### src/rtl/pipTypes_pkg.sv
// Shared pipeline types for the multiply/divide issue path: decoded op,
// forwarding info and the issue-buffer entry.
package pipTypes;

   localparam int ROB_DEPTHLOG2 = 4;

   typedef enum logic [2:0] {
      MD_MUL    = 3'd0,
      MD_MULH   = 3'd1,
      MD_MULHSU = 3'd2,
      MD_MULHU  = 3'd3,
      MD_DIV    = 3'd4,
      MD_DIVU   = 3'd5,
      MD_REM    = 3'd6,
      MD_REMU   = 3'd7
   } md_op_t;

   typedef struct packed {
      md_op_t     op;
      logic [4:0] rd;
   } dec_inst_t;

   typedef struct packed {
      logic                     fwd_a;
      logic [ROB_DEPTHLOG2-1:0] rob_a;
      logic                     fwd_b;
      logic [ROB_DEPTHLOG2-1:0] rob_b;
   } fwd_info_t;

   typedef struct packed {
      dec_inst_t                inst;
      logic [31:0]              a;
      logic [31:0]              b;
      logic [ROB_DEPTHLOG2-1:0] rob_slot;
      fwd_info_t                fwd_info;
   } iq_mul_entry_t;

endpackage

### src/rtl/mul_issue_fifo.sv
// In-order issue buffer feeding the multiply/divide execute wrapper.
// Head payload is read combinationally; flush empties the buffer at the next edge.
module mul_issue_fifo
   import pipTypes::*;
#(
   parameter int IQ_DEPTHLOG2 = 2
) (
   input  logic                     clock,
   input  logic                     reset_n,
   input  logic                     flush,
   input  logic                     in_valid,
   output logic                     in_ready,
   input  dec_inst_t                in_inst,
   input  logic [31:0]              in_A,
   input  logic [31:0]              in_B,
   input  logic [ROB_DEPTHLOG2-1:0] in_rob_slot,
   input  fwd_info_t                in_fwd_info,
   output logic                     out_valid,
   input  logic                     out_ready,
   output dec_inst_t                out_inst,
   output logic [31:0]              out_A,
   output logic [31:0]              out_B,
   output logic [ROB_DEPTHLOG2-1:0] out_rob_slot,
   output fwd_info_t                out_fwd_info,
   output logic [IQ_DEPTHLOG2:0]    count
);

   localparam int DEPTH = 1 << IQ_DEPTHLOG2;
   localparam logic [IQ_DEPTHLOG2:0]   FULL_CNT = (IQ_DEPTHLOG2+1)'(DEPTH);
   localparam logic [IQ_DEPTHLOG2:0]   CNT_ONE  = (IQ_DEPTHLOG2+1)'(1);
   localparam logic [IQ_DEPTHLOG2-1:0] PTR_ONE  = IQ_DEPTHLOG2'(1);

   logic [IQ_DEPTHLOG2-1:0] wr_ptr_q, wr_ptr_d;
   logic [IQ_DEPTHLOG2-1:0] rd_ptr_q, rd_ptr_d;
   logic [IQ_DEPTHLOG2:0]   count_q, count_d;

   iq_mul_entry_t mem_q [DEPTH];
   iq_mul_entry_t in_entry;
   iq_mul_entry_t head;
   logic          full, empty, enq, deq;

   always_comb begin
      full      = (count_q == FULL_CNT);
      empty     = (count_q == '0);
      in_ready  = ~full & ~flush;
      out_valid = ~empty & ~flush;
      enq       = in_valid & in_ready;
      deq       = out_valid & out_ready;

      in_entry = '{inst: in_inst, a: in_A, b: in_B, rob_slot: in_rob_slot, fwd_info: in_fwd_info};
      head     = mem_q[rd_ptr_q];

      wr_ptr_d = enq ? wr_ptr_q + PTR_ONE : wr_ptr_q;
      rd_ptr_d = deq ? rd_ptr_q + PTR_ONE : rd_ptr_q;
      case ({enq, deq})
         2'b10:   count_d = count_q + CNT_ONE;
         2'b01:   count_d = count_q - CNT_ONE;
         default: count_d = count_q;
      endcase

      // flush wins over any handshake; enq/deq are already gated off above
      if (flush) begin
         wr_ptr_d = '0;
         rd_ptr_d = '0;
         count_d  = '0;
      end
   end

   always_ff @(posedge clock or negedge reset_n) begin
      if (!reset_n) begin
         wr_ptr_q <= '0;
         rd_ptr_q <= '0;
         count_q  <= '0;
      end else begin
         wr_ptr_q <= wr_ptr_d;
         rd_ptr_q <= rd_ptr_d;
         count_q  <= count_d;
      end
   end

   always_ff @(posedge clock) begin
      if (enq) mem_q[wr_ptr_q] <= in_entry;
   end

   assign out_inst     = head.inst;
   assign out_A        = head.a;
   assign out_B        = head.b;
   assign out_rob_slot = head.rob_slot;
   assign out_fwd_info = head.fwd_info;
   assign count        = count_q;

endmodule

### config.mk
export PLATFORM = sky130hd
export DESIGN_NAME = mul_issue_fifo
export DESIGN_NICKNAME = d
export VERILOG_FILES = /design/src/rtl/pipTypes_pkg.sv /design/src/rtl/mul_issue_fifo.sv
export SDC_FILE = /design/constraint.sdc
export NUM_CORES = 1
export LEC_CHECK = 0
export CORE_UTILIZATION = 49
export CTS_CLUSTER_SIZE = 14
export DETAILED_ROUTE_END_ITERATION = 6
export HOLD_SLACK_MARGIN = 0.05
export MAX_ROUTING_LAYER = met4
export PLACE_DENSITY_LB_ADDON = 0.08
export SYNTH_ARGS = -nofsm -noshare
export SYNTH_HDL_FRONTEND = slang
export SYNTH_SLANG_ARGS = --single-unit
### constraint.sdc
create_clock -name clock -period 3.5 [get_ports clock]
set_clock_uncertainty 0.05 [all_clocks]
set_input_delay 0.7 -clock clock [delete_from_list [all_inputs] [get_ports clock]]
set_output_delay 0.7 -clock clock [all_outputs]
set_load 0.02 [all_outputs]
==> impl_metrics.prom <==
# TYPE chip_impl_metric gauge
chip_impl_metric{name="final.min_clock_period",unit="ns"} 3.26
chip_impl_info{name="timing_worst_setup_path_type",value="register to primary output"} 1
chip_impl_metric{name="worst_path_largest_cell_delay",unit="ns"} 0.58
chip_impl_metric{name="finalWeightedCongestion",unit=""} 0.746
chip_impl_metric{name="design.portCount",unit=""} 182
chip_impl_info{name="synthMostInstantiatedCell",value="edfxtp_1"} 1
chip_impl_metric{name="num_vias",unit=""} 5954
chip_impl_info{name="ys_dominant_reg_cell",value="edfxtp_1"} 1
chip_impl_metric{name="synthesis.area",unit="sq um"} 13000
chip_impl_metric{name="post_synth_inst_count",unit=""} 513
chip_impl_metric{name="synth_compound_area_frac",unit=""} 0.00579
chip_impl_metric{name="ys_async_sr_fraction",unit=""} 0.0199
chip_impl_metric{name="number_of_nets_in_the_final_layout",unit=""} 820
chip_impl_info{name="status",value="complete, no violations"} 1
chip_impl_metric{name="timing.fmax",unit="MHz"} 307
chip_impl_info{name="cell_types_with_the_highest_counts_after_synthesis",value="344 x edfxtp_1, 86 x mux4_2, 11 x buf_2"} 1
chip_impl_metric{name="global_route_wire_length_before_repair",unit="microns"} 36600
chip_impl_metric{name="initial_core_util",unit=""} 0.499
chip_impl_metric{name="hold_viol_final",unit=""} 0
chip_impl_metric{name="setup_total_negative_slack",unit="ns"} 0
chip_impl_metric{name="avgRoutedWirePerCell",unit="microns"} 22.1
chip_impl_info{name="synth_largest_area_cell",value="edfxtp_1"} 1
chip_impl_metric{name="die_h",unit="microns"} 165
chip_impl_metric{name="detail_route.wirelength",unit="microns"} 24000
chip_impl_metric{name="required",unit="ns"} 2.75
chip_impl_metric{name="report.power.total",unit="mW"} 9.82
chip_impl_metric{name="tritoncts_num_sinks",unit=""} 351
chip_impl_metric{name="post_synth_xor_area_fraction",unit=""} 0.00473
chip_impl_metric{name="crit_buf_inv",unit=""} 2
chip_impl_metric{name="synth_edf_count",unit=""} 344
chip_impl_metric{name="synth_sequential_area_ratio",unit=""} 0.811
chip_impl_metric{name="synth.avg_cell_area",unit="sq um"} 25.3
chip_impl_metric{name="synth_simple_gate_area_share",unit=""} 0.00956
chip_impl_metric{name="drive_above_1_share",unit=""} 0.212
chip_impl_metric{name="drv_slew",unit=""} 0
chip_impl_metric{name="grt_util_all_layers",unit=""} 0.189
chip_impl_metric{name="globalRouteOverflowTotal",unit=""} 0
chip_impl_info{name="ctsRootBufferMaster",value="clkbuf_16"} 1
chip_impl_metric{name="synth_top_area_frac",unit=""} 0.797
chip_impl_metric{name="p_leak",unit="nW"} 5.19
chip_impl_info{name="rsz0062_at_grt",value="false"} 1
chip_impl_info{name="element_type_at_the_critical_path_start",value="register"} 1
chip_impl_metric{name="die_w",unit="microns"} 165
chip_impl_metric{name="setup_viol_count_final",unit=""} 0
chip_impl_metric{name="portBuffers",unit=""} 181
chip_impl_metric{name="nets_in_the_synthesized_netlist",unit=""} 609
chip_impl_metric{name="post_cts.resized_instances",unit=""} 0
chip_impl_info{name="cts_tree",value="built"} 1
chip_impl_info{name="cp-end-kind",value="primary output"} 1
chip_impl_metric{name="ff2ff_path_depth",unit=""} 8
chip_impl_info{name="cp_cell_sequence",value="buf_4 -> mux4_2 -> clkdlybuf4s50_1"} 1
chip_impl_metric{name="cts_buffer_depth",unit=""} 3
chip_impl_metric{name="cts.clk_slew.worst_paths",unit="ns"} 0.06
chip_impl_info{name="critical-path-top-delay-family",value="buffers and inverters"} 1
chip_impl_metric{name="core.rowCount",unit=""} 59
chip_impl_metric{name="relSlewSlack",unit=""} 0.716
chip_impl_metric{name="final_min_period_over_clock_period",unit=""} 0.930
chip_impl_metric{name="first_pass_iters",unit=""} 4
chip_impl_metric{name="arrival",unit="ns"} 2.51
chip_impl_metric{name="largest_net_degree_at_the_start_of_global_routing",unit=""} 38
chip_impl_metric{name="power.density",unit="nW/um^2"} 597
chip_impl_metric{name="route.antenna.remaining_nets",unit=""} 0
chip_impl_metric{name="timing.critical_path.fanout_max",unit=""} 15
chip_impl_info{name="min-delay-path-class",value="input pin to async pin"} 1
chip_impl_metric{name="grt_pass1_vias",unit=""} 6462
chip_impl_metric{name="cts_buffers",unit=""} 36
chip_impl_metric{name="yosys.area_share.adder",unit=""} 0.00541
chip_impl_metric{name="post_cts.repair.setup_buffers",unit=""} 0
chip_impl_metric{name="coreArea",unit="sq um"} 26000
chip_impl_metric{name="design.die.area",unit="sq um"} 27100
chip_impl_metric{name="antenna_found_initial",unit=""} 2
chip_impl_info{name="timing.rr.end",value="count[2]"} 1
chip_impl_metric{name="synth.lib_cells_used.distinct",unit=""} 31
chip_impl_info{name="worst_r2r_startpoint",value="count[1]"} 1
chip_impl_metric{name="cts_hold_buf",unit=""} 0
chip_impl_metric{name="ys.warnings.count",unit=""} 0
chip_impl_metric{name="muxShareOfSynthArea",unit=""} 0.150
chip_impl_metric{name="yosys_register_bits",unit=""} 351
chip_impl_metric{name="clock_insertion_delay_worst_skew",unit="ns"} 0.50
chip_impl_metric{name="cap_violations",unit=""} 0
chip_impl_metric{name="drt-initial-drc-count",unit=""} 379
chip_impl_metric{name="post-dp-hpwl",unit="microns"} 14600
chip_impl_metric{name="drt_drc_violations_left",unit=""} 0
chip_impl_metric{name="reg2reg_slack",unit="ns"} 1.22
chip_impl_info{name="critical_path.slowest_cell",value="mux4_2"} 1
chip_impl_info{name="ys_top_cells_by_area",value="edfxtp_1 80%, mux4_2 15%, dfrtp_1 1.4%"} 1
chip_impl_info{name="synth_top_family_by_area",value="multiplexers"} 1
chip_impl_metric{name="area_growth_syn_to_layout",unit="%"} 26.9
chip_impl_metric{name="routed_via_density",unit=""} 5.48
chip_impl_metric{name="htree_num_levels",unit=""} 2
chip_impl_metric{name="ir_worst_vdd",unit="mV"} 0.420
chip_impl_metric{name="timing_worst_slew_pin_value",unit="ns"} 0.415
cell type report:
| type | instances | area [sq um] |
|---|---|---|
| multi-input cells | 135 | 2290 |
| fillers | 1768 | 9550 |
| clock inverters | 13 | 86.3 |
| well taps | 335 | 419 |
| diodes | 3 | 7.51 |
| clock buffers | 50 | 1000 |
| repair buffers | 197 | 2110 |
| flip-flops and latches | 351 | 10500 |
| inverters | 3 | 11.3 |
placed cells by master, fill, tap and decap left out, drive strengths merged:
master,count
nand3,1
nand3b,1
clkinv,12
ha,4
xor2,5
nor3,2
mux4,86
o21ai,2
diode,3
a21oi,5
o31ai,1
clkbuf,50
a2111oi,1
bufinv,1
buf,16
and2,4
nor3b,1
nand2,2
xnor2,2
dfrtp,7
inv,3
nor2,8
edfxtp,344
fa,1
o22ai,2
clkdlybuf4s50,181
nand2b,3
a21boi,1
mux2i,1
nor2b,2
power by group:
| part | switching, mW | internal (mW) |
|---|---|---|
| Combinational | 0.694 | 0.759 |
| Clock | 1.44 | 2.07 |
| Sequential | 0.0614 | 4.79 |
| Total | 2.20 | 7.62 |
state kept, by name, indices dropped and copies added, names as in the netlist:
| name | count |
|---|---|
| mem_q | 344 |
| count | 3 |
| rd_ptr_q | 2 |
| wr_ptr_q | 2 |
per-layer routing:
layer	track usage	share of wire	wire length, microns	up-vias
li1	-	-	-	2609
met1	0.247	0.42	10000	3119
met2	0.301	0.50	12000	185
met3	0.0457	0.067	1610	41
met4	0.0505	0.017	399	0
met5	-	0	0	-
cell families (layout without fill, tap and decap cells):
group / after synthesis / after routing
AOI/OAI and AO/OA: 12 / 12
buffers and inverters: 27 / 263
other: 0 / 3
DFF: 351 / 351
adders and majority gates: 5 / 5
muxes: 87 / 87
xor gates and xnor gates: 7 / 7
and+or+nand+nor: 24 / 24
worst max path at each step:
stage / slack, ns / start / depth (start not counted) / end
after floorplan: 0.72 / in_valid / 4 / mem_q[0][0]
after global placement: 0.58 / in_valid / 9 / count[2]
after detailed placement: 0.44 / in_valid / 9 / count[2]
after CTS: 0.20 / rd_ptr_q[0] / 3 / out_inst[6]
after global routing: 0.14 / rd_ptr_q[0] / 3 / out_inst[6]
final: 0.24 / rd_ptr_q[0] / 3 / out_inst[6]
per-stage QoR:
stage          utilization  instances  hold slack (ns)  area [sq um]  setup slack (ns)
3_3_place_gp         0.590       1021            0.541         15300             0.578
3_5_place_dp         0.590       1021            0.563         15300             0.443
6_report             0.633       1087            0.430         16400             0.244
2_1_floorplan            -        513            0.354         13000             0.718
5_1_grt              0.632       1086            0.429         16400             0.136
4_1_cts              0.632       1084            0.416         16400             0.203
No activity file was read; power rests on OpenSTA's default activity.
